$ cat src/rtl/uart_bus_arbiter.sv
// -----------------------------------------------------------------------------
// uart_bus_arbiter
//
// Shares one buffered UART register bus between several clients. Each client
// asks for one TX or RX word. The arbiter grants round-robin, reads the UART
// status register, and performs the transfer only when it can succeed. When it
// cannot, the client stays pending and the next client gets its turn. A
// successful transfer ends with a one-cycle ack and, for RX, the received word.
//
// Ports
//   clock, reset       rising-edge clock, asynchronous active-high reset
//   req_valid[r]       per-client request, held until ack
//   req_is_rx[r]       per-client operation: 1 = RX, 0 = TX
//   req_data[r*w]      per-client TX word, client i at [i*width +: width]
//   ack[r]             one-hot completion pulse
//   resp_data[w]       RX word in the ack cycle of an RX request, else 0
//   busy               high in every state except IDLE
//   bus_address        UART register address
//   bus_read_enable    UART consumes bus_data_in (TX push)
//   bus_write_enable   UART drives bus_data_out next cycle
//   bus_data_in        word presented to the UART
//   bus_data_out       word returned by the UART
// -----------------------------------------------------------------------------
module uart_bus_arbiter #(
   parameter int requesters     = 2,
   parameter int width          = 8,
   parameter int address_width  = 8,
   parameter int rx_address     = 3,
   parameter int tx_address     = 4,
   parameter int status_address = 5
) (
   input  logic                          clock,
   input  logic                          reset,
   input  logic [requesters-1:0]         req_valid,
   input  logic [requesters-1:0]         req_is_rx,
   input  logic [requesters*width-1:0]   req_data,
   output logic [requesters-1:0]         ack,
   output logic [width-1:0]              resp_data,
   output logic                          busy,
   output logic [address_width-1:0]      bus_address,
   output logic                          bus_read_enable,
   output logic                          bus_write_enable,
   output logic [width-1:0]              bus_data_in,
   input  logic [width-1:0]              bus_data_out
);

   localparam int idx_w = $clog2(requesters);

   typedef enum logic [2:0] {
      IDLE, STATUS_REQ, STATUS_CAP, XFER, RX_CAP, ACK
   } state_t;

   state_t             state, next_state;
   logic [idx_w-1:0]   pointer;
   logic [idx_w-1:0]   grant_idx;
   logic               op_rx;
   logic [width-1:0]   tx_data;
   logic [width-1:0]   rx_data;

   logic [idx_w-1:0]   cand;
   logic [idx_w-1:0]   winner;
   logic               winner_found;
   logic               winner_rx;
   logic [width-1:0]   winner_data;
   logic               op_possible;
   logic [idx_w-1:0]   next_pointer;

   // Round-robin scan starting at the pointer; the first pending client wins.
   // NOTE: every variable assigned in always_comb gets a default first, so no
   // path leaves it unassigned and no latch is inferred.
   always_comb begin
      winner       = pointer;
      winner_found = 1'b0;
      cand         = '0;
      for (int off = 0; off < requesters; off++) begin
         cand = idx_w'((int'(pointer) + off) % requesters);
         if (!winner_found && req_valid[cand]) begin
            winner_found = 1'b1;
            winner       = cand;
         end
      end
   end

   // Constant-index mux keeps the winner's op and data selection simple.
   always_comb begin
      winner_rx   = 1'b0;
      winner_data = '0;
      for (int i = 0; i < requesters; i++) begin
         if (winner == idx_w'(i)) begin
            winner_rx   = req_is_rx[i];
            winner_data = req_data[i*width +: width];
         end
      end
   end

   // Status is consumed in the cycle the UART returns it.
   assign op_possible  = op_rx ? bus_data_out[1] : bus_data_out[0];
   assign next_pointer = (grant_idx == idx_w'(requesters - 1)) ? '0
                                                               : grant_idx + 1'b1;

   // State register.
   // NOTE: sequential state uses non-blocking assignments so every flop sees
   // the pre-edge values of the others, independent of block ordering.
   always_ff @(posedge clock or posedge reset) begin
      if (reset) state <= IDLE;
      else       state <= next_state;
   end

   // Next-state logic.
   always_comb begin
      next_state = state;
      case (state)
         IDLE:       if (winner_found) next_state = STATUS_REQ;
         STATUS_REQ: next_state = STATUS_CAP;
         STATUS_CAP: next_state = op_possible ? XFER : IDLE;
         XFER:       next_state = op_rx ? RX_CAP : ACK;
         RX_CAP:     next_state = ACK;
         ACK:        next_state = IDLE;
         default:    next_state = IDLE;
      endcase
   end

   // Grant, data and pointer registers. The pointer advances past the winner
   // both on success and on a blocked attempt, so a blocked client cannot
   // starve the others.
   always_ff @(posedge clock or posedge reset) begin
      if (reset) begin
         pointer   <= '0;
         grant_idx <= '0;
         op_rx     <= 1'b0;
         tx_data   <= '0;
         rx_data   <= '0;
      end else begin
         case (state)
            IDLE: if (winner_found) begin
               grant_idx <= winner;
               op_rx     <= winner_rx;
               tx_data   <= winner_data;
            end
            STATUS_CAP: if (!op_possible) pointer <= next_pointer;
            RX_CAP:     rx_data <= bus_data_out;
            ACK:        pointer <= next_pointer;
            default:    ;
         endcase
      end
   end

   // Outputs decode registered state only.
   always_comb begin
      ack              = '0;
      resp_data        = '0;
      busy             = (state != IDLE);
      bus_address      = '0;
      bus_read_enable  = 1'b0;
      bus_write_enable = 1'b0;
      bus_data_in      = '0;
      case (state)
         STATUS_REQ: begin
            bus_address      = address_width'(status_address);
            bus_write_enable = 1'b1;
         end
         XFER: begin
            if (op_rx) begin
               bus_address      = address_width'(rx_address);
               bus_write_enable = 1'b1;
            end else begin
               bus_address      = address_width'(tx_address);
               bus_read_enable  = 1'b1;
               bus_data_in      = tx_data;
            end
         end
         ACK: begin
            ack[grant_idx] = 1'b1;
            if (op_rx) resp_data = rx_data;
         end
         default: ;
      endcase
   end

endmodule

$ cat config.mk
export PLATFORM = sky130hd
export DESIGN_NAME = uart_bus_arbiter
export DESIGN_NICKNAME = d
export VERILOG_FILES = /design/src/rtl/uart_bus_arbiter.sv
export SDC_FILE = /design/constraint.sdc
export NUM_CORES = 1
export LEC_CHECK = 0
export ABC_CLOCK_PERIOD_IN_PS = 1550
export CORE_ASPECT_RATIO = 0.75
export CORE_MARGIN = 1.5
export CORE_UTILIZATION = 36
export DETAILED_ROUTE_END_ITERATION = 8
export HOLD_SLACK_MARGIN = 0.03
export PLACE_DENSITY = 0.77
export SETUP_SLACK_MARGIN = 0.3
export SYNTH_ARGS = -nofsm -noshare
export SYNTH_HDL_FRONTEND = slang
export SYNTH_SLANG_ARGS = --single-unit
$ cat constraint.sdc
create_clock -name clock -period 1.55 [get_ports clock]
set_input_delay 0.155 -clock clock [delete_from_list [all_inputs] [get_ports clock]]
set_output_delay 0.155 -clock clock [all_outputs]
set_load 0.01 [all_outputs]
======== Yosys cells after proc, flatten, opt, wreduce, memory -nomap -nowiden ========
Index checks and enable logic that the tools add are counted.
word-level totals
  RAM bits ................................ 0
  bits in read-only memories .............. 0
  latch bits .............................. 0
  output and inout bits ................... 29
  memories kept ........................... 0
  flip-flop bits (word level) ............. 22
  logic and storage cells ................. 57
operators by class
  equality and inequality tests ........... 7
  reduce and logical (&&, ||, !) cells .... 8
  mux-type cells .......................... 30
  order comparisons ....................... 4
  shifts and indexed selects .............. 0
  bitwise logic cells ..................... 0
  multiply operators ...................... 0
  divide/modulo/power cells ............... 0
  add/sub/neg operators ................... 2
operators by type and width
  kind                                                         count
  two-way mux 8 bit                                            5
  two-way mux 1 bit                                            16
  one-hot mux 3 bit (5 select lines)                           1
  == test 3 x 2 -> 1 bit (second input constant)               2
  == test 3 bit (second input constant)                        2
  less-than comparator 1 x 2 -> 1 bit (second input constant)  3
  two-way mux 3 bit                                            2
  one-hot mux 3 bit (2 select lines)                           1
  two-way mux 2 bit                                            2
  != test 2 bit (second input constant)                        2
  one-hot mux 1 bit (2 select lines)                           2
  AND reduction 2 bit                                          2
  == test 3 x 1 -> 1 bit (second input constant)               1
  logical NOT 3 bit                                            1
  nonzero test 3 bit                                           1
  adder 1 bit (second input constant)                          2
  logical AND 1 bit                                            2
  nonzero test 2 bit                                           1
  demux 1 bit (select 1 bit)                                   1
  >= comparator 1 bit (second input constant)                  1
  logical NOT 1 bit                                            1

======== Logic depth before layout (Yosys ltp) ========
Gate-level depths: netlist of the first run.
  depth after elaboration ................. 8
  depth in mapped cells ................... 7
  gate-level depth less buffers ........... 4

======== Least setup slack after synthesis of the first run ========
Ideal clock, no wire load.
  kind .................................... register to register
  start point ............................. register op_rx
  end point ............................... register pointer
  slack ................................... 0.105 ns
  data required time ...................... 1.430 ns
  stages on the path, launching flop included .. 4
  period minus slack after synthesis ...... 1.445 ns
  library setup time ...................... 0.120 ns
  data arrival time ....................... 1.325 ns
  cells stage by stage .................... dfrtp_1 mux2_4 or3b_1 a31o_2
between the ends
  cells in the longest elaborated chain, start to end .. 3
ends and longest elaborated chain
  item                           line  source
  from (decl)                    56    logic op_rx;
  from (signal assigned)         137   op_rx <= winner_rx;
  two-way mux 1 bit              97    assign op_possible = op_rx ? bus_data_out[1] : bus_data_out[0];
  != test 2 bit (no line)        -
  AND reduction 2 bit (no line)  -
  to (signal assigned)           140   STATUS_CAP: if (!op_possible) pointer <= next_pointer;
  to (signal assigned)           142   ACK: pointer <= next_pointer;
  to (decl)                      54    logic [idx_w-1:0] pointer;
No other way between the ends.
A chain may end at the register's enable or synchronous reset.

======== Worst setup path after layout of the first run ========
  start point ............................. register state[1]
  end point ............................... output port resp_data[4]
between the ends
  cells in the longest elaborated chain, start to end .. 2
ends and longest elaborated chain
  item                    line  source
  from (decl)             53    state_t state, next_state;
  from (signal assigned)  106   else state <= next_state;
  == test 3 bit           157   case (state)
  two-way mux 8 bit       157
  to (decl)               38    output logic [width-1:0] resp_data,
No other way between the ends.

==> flow_summary.toml, run 1 <==
[worst_setup_path]
required_ps = 1390
crit_start = "state[1]"
cp.depth = 6
path_buf_inv = 2
cpPeakStageDelay_ps = 400
crit_top_cell = "buf_6"
endpoint = "resp_data[4]"
endpoint_kind = "output pin"
path_cells = "and2b_2 -> nand2_2 -> nor2_4 -> buf_6 -> and2_4 -> buf_6"
start_kind = "flop"
arrival_ps = 1470
crit_family = "simple AND/OR/NAND/NOR gates"
crit_slowest_cell = "dfrtp_1"
r2r-end = "pointer"
path_class = "reg -> out"
rrSetupSlack_ps = 20
r2r-start = "op_rx"
reg2regPathDepth = 3
cp_max_fo = 5

[layout]
final_util = 0.6713
nNetsFinal = 228
register_area_um2 = 553.0
area_growth_pct = 78.78
stdcell_count = 237
drive_above_1_share = 0.4873
fillCellCount = 241
multiInputGateArea_um2 = 718.2
antenna_cells = 0

[global_route]
antenna_found_initial = 0
grt_use_total = 0.2013
grt_max_degree = 19
grt_overflow = 0
grt_pass1_vias = 1143
grt_pass1_wl_mm = 5.720

[die]
core_area_um2 = 3266
fp.dieH_um = 53.54
start_util = 0.3755
die_w_um = 70.39
die-area_um2 = 3769
io_pins = 59
num_rows = 18

[sta]
tns_ps = -645.3
period_minus_slack_ps = 1627
finalMaxSlewViolations = 0
hold_violations = 0
setup_viol = 15
rsz0062_at_grt = "yes"
setup_slack_ps = -77.07
fmax_mhz = 614.6
timing.final.crit_share = 1.050
clock_skew_ps = 3.856

[route]
drcViolationCount = 0
drt_iter0_markers = 26
vias = 1117
wire_per_inst_um = 15.27
avgViaCountPerCell = 4.713
drt-pass1-iter-count = 4
ant_nets = 0
wl_mm = 3.618

[power_and_ir_drop]
peakVddDrop_v = 0.0006840
power.total_mw = 3.618
p_seq_frac = 0.299
p_per_area_nw_per_um2 = 1651
comb_power_share = 0.553
internal_power_mw = 2.369
power.net_switching_mw = 1.249
switching_share = 0.3452
p_leak_nw = 1.027
p_clk_frac = 0.148

[clock_tree]
cts_buffers = 3
clkLatencyLatePin_ps = 260
cts_tree = "yes"
ctsHtreeMaxLevel = 1
clk_pin_slew_worst_paths_ps = 80
cts_sinks = 22
clk_path_buf_depth = 2
cts_hold_buf = 0
clock-root-buffer = "clkbuf_8"

[run]
max-cap-violations = 0

[yosys]
yosysTopAreaCell = "dfrtp_1"
synthDistinctLibCells = 27
synth_top_area_frac = 0.4490
ys_seq_elements = 22
netlist_instances = 120
syn_area_um2 = 1226
postSynthAreaPerCell_um2 = 10.22
ys_warn_count = 0
synthTopCellsByArea = "dfrtp_1 45%, and2_1 8.2%, mux2i_1 7.3%"
synth_seq_area_share = 0.4490

[placement]
io_buffers = 53
gp_congestion = 0.7649
dp_hpwl_mm = 2.539
dp.cells = 225

[status]
status = "finished with violations"
violations = "negative setup slack"

[worst_hold_path]
hp-class = "in -> async"
==> cell type report <==
type	instances	share of cell area
Clock buffer	3	0.01884
Sequential cell	22	0.2523
Inverter	4	0.006849
Multi-Input combinational cell	87	0.3276
Timing Repair Buffer	80	0.3579
Clock inverter	1	0.01370
Tap cell	40	0.02283
==> logic make-up after synthesis <==
kind of cell               after synthesis  synth area share
other                                    1          0.003058
and+or+nand+nor                         44            0.2061
adders and majority gates                1          0.008164
muxes                                   18            0.1592
buffers and inverters                   15           0.08672
AOI/OAI and AO/OA                       19           0.08777
DFF                                     22            0.4490
==> worst min-delay path by stage <==
stage	from	end	slack (ps)	cells past startpoint
floorplan	reset	grant_idx	140	1
global placement	reset	rx_data[6]	470	3
detailed placement	reset	rx_data[7]	480	3
CTS	reset	rx_data[7]	190	3
global route	reset	rx_data[7]	180	3
finish	reset	rx_data[7]	190	3
==> power by group through the flow <==
stage | logic (mW) | registers [mW] | clock network, mW
floorplan | 1.01 | 0.993 | 0
global placement | 1.56 | 1.02 | 0
detailed placement | 1.63 | 1.05 | 0
CTS | 1.73 | 1.06 | 0.546
global route | 2.15 | 1.12 | 0.585
finish | 2.00 | 1.08 | 0.536
==> worst register-to-register path: cells and delay by family, from the launching register on <==
family / cells / cell delay (ps)
DFF: 1 / 470
and+or+nand+nor: 1 / 410
muxes: 1 / 330
AOI/OAI and AO/OA: 1 / 210
==> synthesized netlist by cell type <==
| cell type | instances |
|---|---|
| o211ai_1 | 1 |
| and3_1 | 1 |
| a31oi_1 | 1 |
| or3b_1 | 1 |
| maj3_1 | 1 |
| buf_2 | 1 |
| mux2_4 | 1 |
| inv_1 | 4 |
| nor3b_4 | 1 |
| and2b_2 | 2 |
| and2_1 | 16 |
| conb_1 | 1 |
| nor3_2 | 1 |
| nor2_1 | 14 |
| buf_6 | 3 |
| o31ai_1 | 1 |
| nand2_1 | 4 |
| nor3_1 | 1 |
| nor2b_1 | 1 |
| dfrtp_1 | 22 |
| mux2_2 | 8 |
| a31o_2 | 1 |
| mux2i_1 | 9 |
| a21oi_1 | 14 |
| buf_4 | 7 |
| nand2b_1 | 2 |
| o21a_1 | 1 |
==> stage by stage <==
step | hold slack, ps | area (µm²) | setup slack [ps]
5_1_grt | 184.9 | 2192 | -160.3
3_3_place_gp | 466.2 | 1936 | -153.3
3_5_place_dp | 479.2 | 1936 | -194.4
4_1_cts | 185.0 | 2061 | -69.81
6_report | 186.4 | 2192 | -77.07
2_1_floorplan | 144.2 | 1279 | 124.9
==> flip-flops by register name, summed over array words and instances (netlist names) <==
signal and count:
rx_data 8, tx_data 8, pointer 1, state 3
op_rx 1, grant_idx 1
==> metal layers <==
metal	up-vias	track usage	share of wire
li1	544	-	-
met1	537	0.2326	0.42
met2	32	0.3915	0.53
met3	4	0.03371	0.032
met4	0	0.06090	0.015
met5	-	0	0
==> cells in the final DEF, fill, tap and decap left out, drive strengths merged <==
| cell type | netlist | final |
|---|---|---|
| buf | 11 | 50 |
| clkdlybuf4s50 | 0 | 29 |
| dfrtp | 22 | 22 |
| and2 | 16 | 16 |
| nor2 | 14 | 14 |
| a21oi | 14 | 14 |
| mux2i | 9 | 9 |
| mux2 | 9 | 9 |
| conb | 1 | 5 |
| inv | 4 | 4 |
| clkbuf | 0 | 4 |
| nand2 | 4 | 4 |
| and2b | 2 | 2 |
| nand2b | 2 | 2 |
| nor3 | 2 | 2 |
| o21a | 1 | 1 |
| maj3 | 1 | 1 |
| a31oi | 1 | 1 |
| or3b | 1 | 1 |
| a31o | 1 | 1 |
| nor3b | 1 | 1 |
| nor2b | 1 | 1 |
| and3 | 1 | 1 |
| o211ai | 1 | 1 |
| o31ai | 1 | 1 |
| bufinv | 0 | 1 |
==> what timing repair did <==
item,4_1_cts,5_1_grt
setup buffers,4,2
gates resized for setup,127,23
pin swaps,19,2
gates cloned,1,1
endpoints found under the setup margin,44,44
Power figures use the tool's default switching activity.
==> inputs of run 2 (changes only) <==
- RECOVER_POWER: not set -> 25
==> flow_summary.toml, run 2 (synthesis gave the netlist of run 1 again) <==
[placement]
place_area_um2 = 1936
place_ws_ps = -194.4
dp.cells = 225
gp_congestion = 0.7649
io_buffers = 53
dp_hpwl_mm = 2.539

[route]
vias = 1121
wl_mm = 3.643
drt-pass1-iter-count = 4
avgViaCountPerCell = 4.730
wire_per_inst_um = 15.37
drt_iter0_markers = 27
drcViolationCount = 0
ant_nets = 0

[clock_tree]
cts_buffers = 3
clock-root-buffer = "clkbuf_8"
clk_path_buf_depth = 2
cts_hold_buf = 0
clkLatencyLatePin_ps = 260
ctsHtreeMaxLevel = 1
clk_pin_slew_worst_paths_ps = 80
cts_sinks = 22
cts_tree = "yes"

[worst_setup_path]
start_kind = "flop"
reg2regPathDepth = 3
r2r-end = "pointer"
r2r-start = "op_rx"
endpoint_kind = "output pin"
crit_start = "state[1]"
path_class = "reg -> out"
endpoint = "resp_data[5]"
cp_max_fo = 5
arrival_ps = 1470
rrSetupSlack_ps = 20
required_ps = 1390

[layout]
largestRegisters = "rx_data (8), tx_data (8), state (3)"
nNetsFinal = 228
stdcell_count = 237
postLayoutCellArea_um2 = 2185
antenna_cells = 0
layout_commonest_cell = "clkdlybuf4s50_1"
final_util = 0.6690
area_growth_pct = 78.16
final_cell_mix = "28 x clkdlybuf4s50_1, 21 x buf_6, 20 x dfrtp_1, 12 x buf_2, 11 x buf_4"
drive_above_1_share = 0.4772

[sta]
rsz0062_at_grt = "yes"
tightest_slew_ps = 767.8
setup_slack_ps = -78.05
fmax_mhz = 614.2
timing.final.crit_share = 1.050
tns_ps = -640.0
setup_viol = 15
finalMaxSlewViolations = 0
relSlewSlack = 0.4881
holdWs_ps = 443.5
clock_skew_ps = 4.108
period_minus_slack_ps = 1628
hold_violations = 0

[global_route]
grt_max_degree = 19
grt_use_total = 0.2013
grt_pass1_wl_mm = 5.720
antenna_found_initial = 0
grt_overflow = 0
grt_pass1_vias = 1143

[worst_hold_path]
hp-class = "in -> async"

[die]
fp.dieH_um = 53.54
die_w_um = 70.39
core_area_um2 = 3266
start_util = 0.3755
num_rows = 18
io_pins = 59
die-area_um2 = 3769

[power_and_ir_drop]
p_leak_nw = 1.020
power.total_mw = 3.613
peakVddDrop_v = 0.0006832
p_per_area_nw_per_um2 = 1654

[run]
max-cap-violations = 0

[status]
violations = "negative setup slack"
status = "finished with violations"
## run 2: cell count changes in the layout (fill, tap and decap cells not counted), sizes merged
cell,before,now
clkdlybuf4s50,29,28
clkbuf,4,6
dlygate4sd3,0,1
buf,50,48
## run 2: final cells by class
cell class              count  area, µm²
clock inverters             1      30.03
repair buffers             80      777.0
clock buffers               3      41.29
fillers                   241       1081
multi-input cells          87      718.2
flip-flops and latches     22      553.0
well taps                  40      50.05
inverters                   4      15.01
## run 2: worst min path at each step
| stage | startpoint | to |
|---|---|---|
| 5_1_grt | reset | rx_data[7] |
| 3_3_place_gp | reset | rx_data[6] |
| 3_5_place_dp | reset | rx_data[7] |
| 6_report | reset | rx_data[7] |
| 4_1_cts | reset | rx_data[7] |
| 2_1_floorplan | reset | grant_idx |
## run 2: worst max-delay path, cell delays in order (launching register included)
cell and delay [ps]:
dfrtp_1 400, and2b_2 250, nand2_2 80, nor2_4 130
buf_6 130, and2_4 140, buf_6 90
## run 2: power by group
part	total [mW]	internal (mW)	leakage, nW	switching, mW
registers	1.08	0.863	0.254	0.217
logic	2.00	1.16	0.730	0.840
clock network	0.535	0.345	0.0357	0.190
total	3.61	2.37	1.02	1.25
## run 2: timing repair
item,in CTS,in global routing
endpoints found under the setup margin,44,44
hold endpoints to repair,0,0
buffers inserted,4,2
gates cloned,1,1
gates resized for setup,127,23
pin swaps,19,2
## run 2: routing by layer
layer | global-route usage | up-vias | wire length [µm]
li1 | - | 543 | -
met2 | 0.3915 | 30 | 1941
met4 | 0.06090 | 0 | 54
met3 | 0.03371 | 4 | 120
met1 | 0.2326 | 544 | 1526
met5 | 0 | - | 0
==> inputs of run 3 (changes only) <==
- CORE_MARGIN: 1.5 -> not set
==> flow_summary.toml, run 3 (synthesis gave the netlist of run 1 again) <==
[worst_setup_path]
arrival_ps = 1500
crit_family = "flip-flops"
path_class = "reg -> out"
crit_slowest_cell = "dfrtp_1"
endpoint_kind = "output pin"
required_ps = 1390
start_kind = "flop"
path_cells = "and2b_2 -> buf_4 -> buf_4 -> and3_4 -> buf_6"
path_buf_inv = 3
crit_top_cell = "buf_4"
cp_max_fo = 2
cpPeakStageDelay_ps = 420

[die]
die-area_um2 = 3646
num_rows = 17
io_pins = 59
start_util = 0.3976
core_area_um2 = 3084
fp.dieH_um = 52.54
die_w_um = 69.39

[placement]
io_buffers = 53
gp_congestion = 0.7575
place_ws_ps = -250.5
place_area_um2 = 1941
dp.cells = 224
dp_hpwl_mm = 2.328

[status]
status = "finished with violations"
violations = "negative setup slack"

[route]
drt_iter0_markers = 19
ant_nets = 0
drcViolationCount = 0
avgViaCountPerCell = 4.951
vias = 1223
wire_per_inst_um = 16.66
drt-pass1-iter-count = 4
wl_mm = 4.115

[sta]
clock_skew_ps = 9.398
hold_violations = 0
rsz0062_at_grt = "yes"
fmax_mhz = 604.4
period_minus_slack_ps = 1655
holdWs_ps = 502.8
setup_viol = 23
finalMaxSlewViolations = 0
tightest_slew_ps = 1221
setup_slack_ps = -104.5
timing.final.crit_share = 1.067
relSlewSlack = 0.1861

[layout]
stdcell_count = 247
postLayoutCellArea_um2 = 2407
area_growth_pct = 96.33
largestRegisters = "rx_data (8), tx_data (8), state (3)"
layout_commonest_cell = "clkdlybuf4s50_1"
drive_above_1_share = 0.6077
nNetsFinal = 240
final_cell_mix = "29 x clkdlybuf4s50_1, 28 x buf_6, 21 x dfrtp_1, 19 x buf_4, 13 x a21oi_2"
antenna_cells = 0

[clock_tree]
cts_tree = "yes"
clock-root-buffer = "clkbuf_8"
cts_sinks = 22
cts_buffers = 3
ctsHtreeMaxLevel = 1
clk_path_buf_depth = 2
clkLatencyLatePin_ps = 280
clk_pin_slew_worst_paths_ps = 90

[global_route]
grt_use_total = 0.1950
grt_pass1_wl_mm = 5.347
grt_pass1_vias = 1191
antenna_found_initial = 0
grt_max_degree = 23
grt_overflow = 0

[run]
max-cap-violations = 0

[worst_hold_path]
hp-class = "in -> reg"

[power_and_ir_drop]
p_leak_nw = 1.111
peakVddDrop_v = 0.0009082
p_per_area_nw_per_um2 = 1751
## run 3: changes by cell type in the layout (fill, tap and decap cells not counted), sizes merged
cell,before,now
dlygate4sd3,1,0
buf,48,60
clkdlybuf4s50,28,29
## run 3: final timing paths
path | start | to | slack (ps) | depth (start not counted)
hold reg to reg | rx_data[3] | rx_data[3] | 530 | 1
setup reg to reg | state[0] | pointer | -50 | 5
hold / removal | bus_data_out[2] | rx_data[2] | 500 | 2
setup / recovery | state[0] | ack[1] | -100 | 5
min in group asynchronous | reset | state[2] | 560 | 3
max in group asynchronous | reset | state[2] | 190 | 3
## run 3: per-stage QoR
step                      TNS (ps)  utilization  power, mW
after detailed placement     -3356       0.6292      2.697
final                        -1557       0.7805      4.216
after global routing         -3181       0.7805      4.419
after global placement       -2533       0.6292      2.625
after floorplan                  0            -      2.002
after CTS                   -451.1       0.6880      3.446
## run 3: what timing repair did
action,CTS,global route
cloned,1,2
endpoints found under the hold margin,0,0
buffers inserted,8,8
hold buffers,0,0
gates resized for setup,134,48
setup endpoints to repair,45,45
pin swaps,22,4
## run 3: where the power goes
part           switching, mW  internal, mW
Sequential             0.262         0.861
Combinational           1.08          1.46
Clock                  0.203         0.346
## run 3: area by class of cell
| class | instances | area, µm² |
|---|---|---|
| Clock inverter | 1 | 30.03 |
| Timing Repair Buffer | 92 | 897.1 |
| Sequential cell | 22 | 551.8 |
| Fill cell | 166 | 676.9 |
| Inverter | 4 | 15.01 |
| Multi-Input combinational cell | 87 | 824.5 |
| Tap cell | 38 | 47.55 |
| Clock buffer | 3 | 41.29 |
## run 3: routing by layer
| metal | track usage | routed length [µm] |
|---|---|---|
| met5 | 0 | 0 |
| met2 | 0.3706 | 2184 |
| met1 | 0.2161 | 1691 |
| met4 | 0.06803 | 74 |
| met3 | 0.04808 | 165 |
